===== config.mk =====
export PLATFORM = sky130hd
export DESIGN_NAME = addsub_issue_queue
export DESIGN_NICKNAME = d
export VERILOG_FILES = /design/src/rtl/addsub_issue_queue.sv
export SDC_FILE = /design/constraint.sdc
export NUM_CORES = 1
export LEC_CHECK = 0
export CAP_MARGIN = 40
export CORE_ASPECT_RATIO = 2
export CORE_MARGIN = 2
export CORE_UTILIZATION = 55
export CTS_BUF_LIST = sky130_fd_sc_hd__clkbuf_8
export DETAILED_ROUTE_END_ITERATION = 6
export PLACE_DENSITY = 0.76
export SLEW_MARGIN = 15
export SYNTH_ARGS = -nofsm -noshare
export SYNTH_HDL_FRONTEND = slang
export SYNTH_SLANG_ARGS = --single-unit

===== constraint.sdc =====
create_clock -name clk -period 11.71 [get_ports clk]
set_clock_uncertainty 0.15 [all_clocks]
set_input_delay 1.7565 -clock clk [delete_from_list [all_inputs] [get_ports clk]]
set_output_delay 1.7565 -clock clk [all_outputs]
set_load 0.02 [all_outputs]

===== src/rtl/addsub_issue_queue.sv =====
// Generic FIFO, then the issue/return queue around the registered 8-bit add/sub unit.
// Issue: earliest one cycle after a command is accepted; result visible three edges after acceptance.
// Backpressure: cmd_ready depends only on registered command occupancy; issue waits for return credit.

// Small synchronous FIFO with an occupancy count; any depth >= 1.
// Latency: a pushed word is visible at dout on the edge after the push.
// Backpressure: none internally; the caller must never push when full unless it pops in the same cycle.
module addsub_iq_fifo #(
    parameter int W     = 8,
    parameter int DEPTH = 4
) (
    input  logic                       clk,
    input  logic                       rst_n,
    input  logic                       push,
    input  logic [W-1:0]               din,
    input  logic                       pop,
    output logic [W-1:0]               dout,
    output logic [$clog2(DEPTH+1)-1:0] count
);
    localparam int PW = (DEPTH > 1) ? $clog2(DEPTH) : 1;
    localparam int CW = $clog2(DEPTH + 1);
    localparam logic [PW-1:0] LAST = PW'(DEPTH - 1);

    logic [W-1:0]  mem_q [DEPTH];
    logic [W-1:0]  mem_d [DEPTH];
    logic [PW-1:0] wr_ptr_q, wr_ptr_d;
    logic [PW-1:0] rd_ptr_q, rd_ptr_d;
    logic [CW-1:0] count_q, count_d;

    // Write the tail, advance pointers with explicit wrap, and track occupancy.
    always_comb begin
        mem_d    = mem_q;
        wr_ptr_d = wr_ptr_q;
        rd_ptr_d = rd_ptr_q;
        if (push) begin
            mem_d[wr_ptr_q] = din;
            wr_ptr_d = (wr_ptr_q == LAST) ? '0 : wr_ptr_q + 1'b1;
        end
        if (pop) begin
            rd_ptr_d = (rd_ptr_q == LAST) ? '0 : rd_ptr_q + 1'b1;
        end
        count_d = count_q + CW'(push) - CW'(pop);
    end

    // Storage and pointer registers; storage is cleared so an empty head reads zero after reset.
    always_ff @(posedge clk or negedge rst_n) begin
        if (!rst_n) begin
            for (int i = 0; i < DEPTH; i++) mem_q[i] <= '0;
            wr_ptr_q <= '0;
            rd_ptr_q <= '0;
            count_q  <= '0;
        end else begin
            mem_q    <= mem_d;
            wr_ptr_q <= wr_ptr_d;
            rd_ptr_q <= rd_ptr_d;
            count_q  <= count_d;
        end
    end

    assign dout  = mem_q[rd_ptr_q];
    assign count = count_q;
endmodule

// Command queue feeding the external registered adder, with tagged in-order result return.
// Latency: accept at edge A, issue at A+1, adder result at A+2, res_valid after A+3.
// Backpressure: issue only when the return FIFO has room for everything in flight plus one.
module addsub_issue_queue #(
    parameter int WIDTH     = 8,
    parameter int CMD_DEPTH = 4,
    parameter int RES_DEPTH = 4,
    parameter int ID_W      = 4
) (
    input  logic             clk,
    input  logic             rst_n,
    input  logic             cmd_valid,
    output logic             cmd_ready,
    input  logic [WIDTH-1:0] cmd_a,
    input  logic [WIDTH-1:0] cmd_b,
    input  logic             cmd_add_sub,
    output logic [WIDTH-1:0] op_a,
    output logic [WIDTH-1:0] op_b,
    output logic             op_add_sub,
    input  logic [WIDTH-1:0] op_result,
    output logic             res_valid,
    input  logic             res_ready,
    output logic [WIDTH-1:0] res_data,
    output logic [ID_W-1:0]  res_id,
    output logic             busy
);
    localparam int CMD_W = 2 * WIDTH + 1;
    localparam int RES_W = WIDTH + ID_W;
    localparam int CCW   = $clog2(CMD_DEPTH + 1);
    localparam int RCW   = $clog2(RES_DEPTH + 1);
    localparam int NW    = RCW + 2;

    logic [CCW-1:0]   cmd_count;
    logic [CMD_W-1:0] cmd_head;
    logic             cmd_push;
    logic [RCW-1:0]   res_count;
    logic [RES_W-1:0] res_head;
    logic             res_pop;
    logic [NW-1:0]    res_need;
    logic             issue;

    logic [WIDTH-1:0] op_a_q, op_a_d;
    logic [WIDTH-1:0] op_b_q, op_b_d;
    logic             op_add_sub_q, op_add_sub_d;
    logic             iss_v_q, iss_v_d;
    logic [ID_W-1:0]  iss_tag_q, iss_tag_d;
    logic [ID_W-1:0]  id_q, id_d;
    logic             ret_v_q, ret_v_d;
    logic [ID_W-1:0]  ret_tag_q, ret_tag_d;

    assign cmd_ready = (cmd_count != CCW'(CMD_DEPTH));
    assign cmd_push  = cmd_valid & cmd_ready;
    assign res_valid = (res_count != '0);
    assign res_pop   = res_valid & res_ready;

    addsub_iq_fifo #(.W(CMD_W), .DEPTH(CMD_DEPTH)) u_cmd_fifo (
        .clk   (clk),
        .rst_n (rst_n),
        .push  (cmd_push),
        .din   ({cmd_a, cmd_b, cmd_add_sub}),
        .pop   (issue),
        .dout  (cmd_head),
        .count (cmd_count)
    );

    // Credit check: slots held by the return FIFO and both pipeline stages, minus a pop, plus this issue.
    always_comb begin
        res_need = NW'(res_count) + NW'(iss_v_q) + NW'(ret_v_q) + NW'(1) - NW'(res_pop);
        issue    = (cmd_count != '0) && (res_need <= NW'(RES_DEPTH));
    end

    // Issue stage loads the adder operands and tags; the return stage mirrors the adder's one-cycle delay.
    always_comb begin
        op_a_d       = op_a_q;
        op_b_d       = op_b_q;
        op_add_sub_d = op_add_sub_q;
        iss_tag_d    = iss_tag_q;
        id_d         = id_q;
        iss_v_d      = issue;
        ret_v_d      = iss_v_q;
        ret_tag_d    = iss_tag_q;
        if (issue) begin
            op_a_d       = cmd_head[CMD_W-1 -: WIDTH];
            op_b_d       = cmd_head[WIDTH:1];
            op_add_sub_d = cmd_head[0];
            iss_tag_d    = id_q;
            id_d         = id_q + 1'b1;
        end
    end

    // Pipeline registers; reset drops everything in flight and restarts the ID.
    always_ff @(posedge clk or negedge rst_n) begin
        if (!rst_n) begin
            op_a_q       <= '0;
            op_b_q       <= '0;
            op_add_sub_q <= 1'b0;
            iss_v_q      <= 1'b0;
            iss_tag_q    <= '0;
            id_q         <= '0;
            ret_v_q      <= 1'b0;
            ret_tag_q    <= '0;
        end else begin
            op_a_q       <= op_a_d;
            op_b_q       <= op_b_d;
            op_add_sub_q <= op_add_sub_d;
            iss_v_q      <= iss_v_d;
            iss_tag_q    <= iss_tag_d;
            id_q         <= id_d;
            ret_v_q      <= ret_v_d;
            ret_tag_q    <= ret_tag_d;
        end
    end

    // Capture the adder output only when the return stage holds a real command.
    addsub_iq_fifo #(.W(RES_W), .DEPTH(RES_DEPTH)) u_res_fifo (
        .clk   (clk),
        .rst_n (rst_n),
        .push  (ret_v_q),
        .din   ({op_result, ret_tag_q}),
        .pop   (res_pop),
        .dout  (res_head),
        .count (res_count)
    );

    assign op_a       = op_a_q;
    assign op_b       = op_b_q;
    assign op_add_sub = op_add_sub_q;
    assign res_data   = res_head[RES_W-1 -: WIDTH];
    assign res_id     = res_head[ID_W-1:0];
    assign busy       = (cmd_count != '0) | iss_v_q | ret_v_q | res_valid;
endmodule


==> summary.md <==
| Metric | Value |
|---|---|
| R2r worst-path depth | 16 |
| CTS tree | done |
| Routed Antenna Nets | 0 |
| Worst R2R Setup Slack | 7.05 ns |
| Power Dens Cells | between 300 and 400 mW/mm² |
| Post-synth ARST share | 100.0% |
| Cts hold-fix bufs | 0 |
| CTS resizes | 0 |
| Hold crit path type | reg2reg |
| Post-CTS Setup Inserts | 0 |
| Iter 0 DRT Violations | about 100 |
| Max clock buf depth | 2 |
| Most common cell after layout, fill and taps aside | dfrtp_1 |
| CTS Buf Count | 17 |
| Drt first pass iters | 7 |
| Critical Path Source | res_ready |
| # IOs | about 60 |
| Post-Layout Cell Count | ~660 |
| Synth Area per Inst | 16.45 µm² |
| Worst-margin pin slew | 0.6640 ns |
| CP peak stage delay | 0.50 ns |
| R2R Path End | u_cmd_fifo.count[2] |
| Die width | around 84 µm |
| Seq pwr share | 37.8% |
| Root Buffer | clkbuf_8 |
| Sink Count | ~160 |
| Layout Nets | around 540 |
| PortBufs | 60 |
| Crit path to | u_cmd_fifo.count[2] |
| Register bit total from synthesis | 161 |
| DR vias | ~3800 |
| Worst EP arrival | about 5.7 ns |
| Area occupied by registers | roughly 0.0040 mm² |
| Final Setup Violations | 0 |
| Relative slew slack | 55.73% |
| Layer with the highest usage | met2 |
| Sw frac | 34.33% |
| Area grow syn2layout | 16.39% |
| DR DRC count | 0 |
| Sequential fraction of the synthesis area | a little under three fifths |
| Net count of the mapped netlist | about 480 |
| Commonest non-fill, non-tap cells in the layout | dfrtp_1, mux2_2, clkdlybuf4s50_1, mux4_2 |
| Post-synth top area share | roughly 57% |
| Critical path required time | between 10 and 15 ns |
| First-pass GRT wire length | roughly 21000 µm |
| Switching power | 947.3 µW |
| FMAX | around 180 MHz |
| Pins over their slew limit | 0 |
| FF-to-FF Start | u_res_fifo.count[2] |
| Initial antenna violation count | 0 |
| Clock latency on the worst-skew pair | 0.43 ns |
| Routed wire length | 12240 µm |
| Critical Path Start Type | input pin |
| Synth top area cells | dfrtp_1, mux2_2, mux4_2 |
| CP max-delay cell | fa_1 |
| Core footprint | 0.01255 mm² |
| Vias/cell | 5.718 |
| Nature of the critical path endpoint | flop |
| Unrepaired setup endpoints after global routing | no |
| Tmin final | between 5 and 6 ns |
| Routed wire length per instance | 18.63 µm |
| Gate power share | between 40% and 50% |
| Met3 Resource Use GR | approximately 4.1% |
| CP Cell Sequence | clkdlybuf4s50_1 > nand2_1 > inv_1 > fa_1 > inv_1 > ha_1 > fa_1 > or2_2 > a221oi_4 > buf_4 > ha_1 > inv_1 > ha_1 > fa_1 > xnor2_1 > xnor2_1 |
| Leakage power | 0.003514 µW |
| Initial Util | between 50% and 60% |
| Count of different cell masters after synthesis | 25 |
| Post-Place Cells | roughly 630 |
| Post-Synthesis Cells | around 430 |
| CP max FO | 29 |
| Die Y | between 150 and 200 µm |
| Crit share post-route | 46.61% |
| Fraction of layout cells with a size suffix above 1 | between 40% and 50% |
| Fin Setup TNS | 0 ns |
| Synth Warn # | 0 |
| Hpwl dp | a little over 8000 µm |
| VDD IR-drop max | 201.5 µV |
| GRT met2 Usage | around 37% |
| Area of the multi-input gates | 0.002819 mm² |
| Vias in the first global route | 4214 |
| Fillers | between 800 and 900 |
| H-Tree Depth | 4 |
| Max_cap viols | 0 |
| Cell Area, Synth | around 0.0070 mm² |
| Status | complete, no violations |
| Largest net degree at the start of global routing | 74 |
| Ant. Diodes | 0 |
| Clk pwr share | 14.2% |
| Row cnt | 58 |
| EDFF count, synth | 0 |
| Final hold vios | 0 |
| Crit Path Class | in2reg |
| Final GP Congestion | 0.6944 |
| Die ar. | 0.01375 mm² |
| Tot GR Track Use | 19.53% |
| Clock-pin slew on the worst setup and hold paths | around 0.090 ns |
| Int Pwr | about 1800 µW |
| Met1 track demand over resource | 21.04% |
| Post-synth top area cell | dfrtp_1 |
| Main synth FF type | dfrtp_1 |
| Total grt overflow | 0 |
metrics by stage:
stage | total power, µW | instance area [µm²] | util, % | hold slack, ns | setup slack (ns)
floorplan | 2023 | 7024 | - | 0.2001 | 6.433
global placement | 2303 | 7720 | 61.49 | 0.2087 | 5.927
detailed placement | 2405 | 7790 | 62.05 | 0.2115 | 5.802
CTS | 2799 | 8175 | 65.12 | 0.2317 | 6.253
global route | 2942 | 8175 | 65.12 | 0.2481 | 6.040
finish | 2759 | 8175 | 65.12 | 0.2284 | 6.252
power groups by stage:
stage	sequential, µW	clock (µW)	combinational (µW)
floorplan	1020	0	1010
global placement	1050	0	1250
detailed placement	1060	0	1350
CTS	1040	407	1350
global route	1080	429	1440
finish	1040	393	1320
cell usage after synthesis (all sizes together), types with 4 or more instances:
library cell and number:
dfrtp 161, inv 16, o21ai 4, nor2 4, buf 10, ha 17
mux2 141, clkbuf 8, xnor2 6, nand2 15, mux4 29, fa 4
cells by family (layout without fill, tap and decap cells):
kind of cell    after synthesis  in the layout  share of synthesized area [%]
xor+xnor                      8              8                          1.104
fa+ha+maj                    21             21                          4.168
flops                       161            161                          57.36
mux                         170            170                          31.90
simple gates                 25             25                          1.924
compound gates                8              8                          1.033
buf+inv                      34            114                          2.511
cell type report:
| type | instances | area share, % |
|---|---|---|
| clock buffers | 17 | 2.862 |
| well taps | 150 | 2.296 |
| flip-flops and latches | 161 | 49.28 |
| inverters | 16 | 0.7346 |
| multi-input cells | 232 | 34.48 |
| clock inverters | 15 | 1.852 |
| repair buffers | 66 | 8.494 |
critical path: cells and delay by family:
kind                     cells  cell delay [ns]
AND/OR/NAND/NOR              2             0.44
XOR/XNOR                     2             0.35
adder cells (fa/ha/maj)      6             1.88
buffers and inverters        5             0.99
AO/OA/AOI/OAI                1             0.21
how the worst min path moves through the flow:
stage                       from            to  slack (ns)  depth (start not counted)
finish              iss_tag_q[2]  ret_tag_q[2]        0.23                          0
global route        iss_tag_q[1]  ret_tag_q[1]        0.25                          0
floorplan           iss_tag_q[0]  ret_tag_q[0]        0.20                          0
detailed placement  iss_tag_q[3]  ret_tag_q[3]        0.21                          0
CTS                 iss_tag_q[2]  ret_tag_q[2]        0.23                          0
global placement    iss_tag_q[0]  ret_tag_q[0]        0.21                          0
sequential cells by signal, summed over array words and instances (netlist names):
name / flops
ret_tag_q: 4
iss_v_q: 1
op_a: 8
id_q: 4
u_cmd_fifo.mem_q: 68
u_cmd_fifo.rd_ptr_q: 2
ret_v_q: 1
u_res_fifo.rd_ptr_q: 2
u_cmd_fifo.count: 3
u_res_fifo.wr_ptr_q: 2
u_cmd_fifo.wr_ptr_q: 2
op_b: 8
u_res_fifo.mem_q: 48
u_res_fifo.count: 3
iss_tag_q: 4
op_add_sub: 1
routing by layer:
| layer | share of wire, % | up-vias |
|---|---|---|
| met5 | 0 | - |
| met1 | 37 | 1977 |
| met2 | 57 | 76 |
| met4 | 2.3 | 0 |
| met3 | 2.9 | 20 |
| li1 | - | 1684 |
No activity file was read; power rests on OpenSTA's default activity.
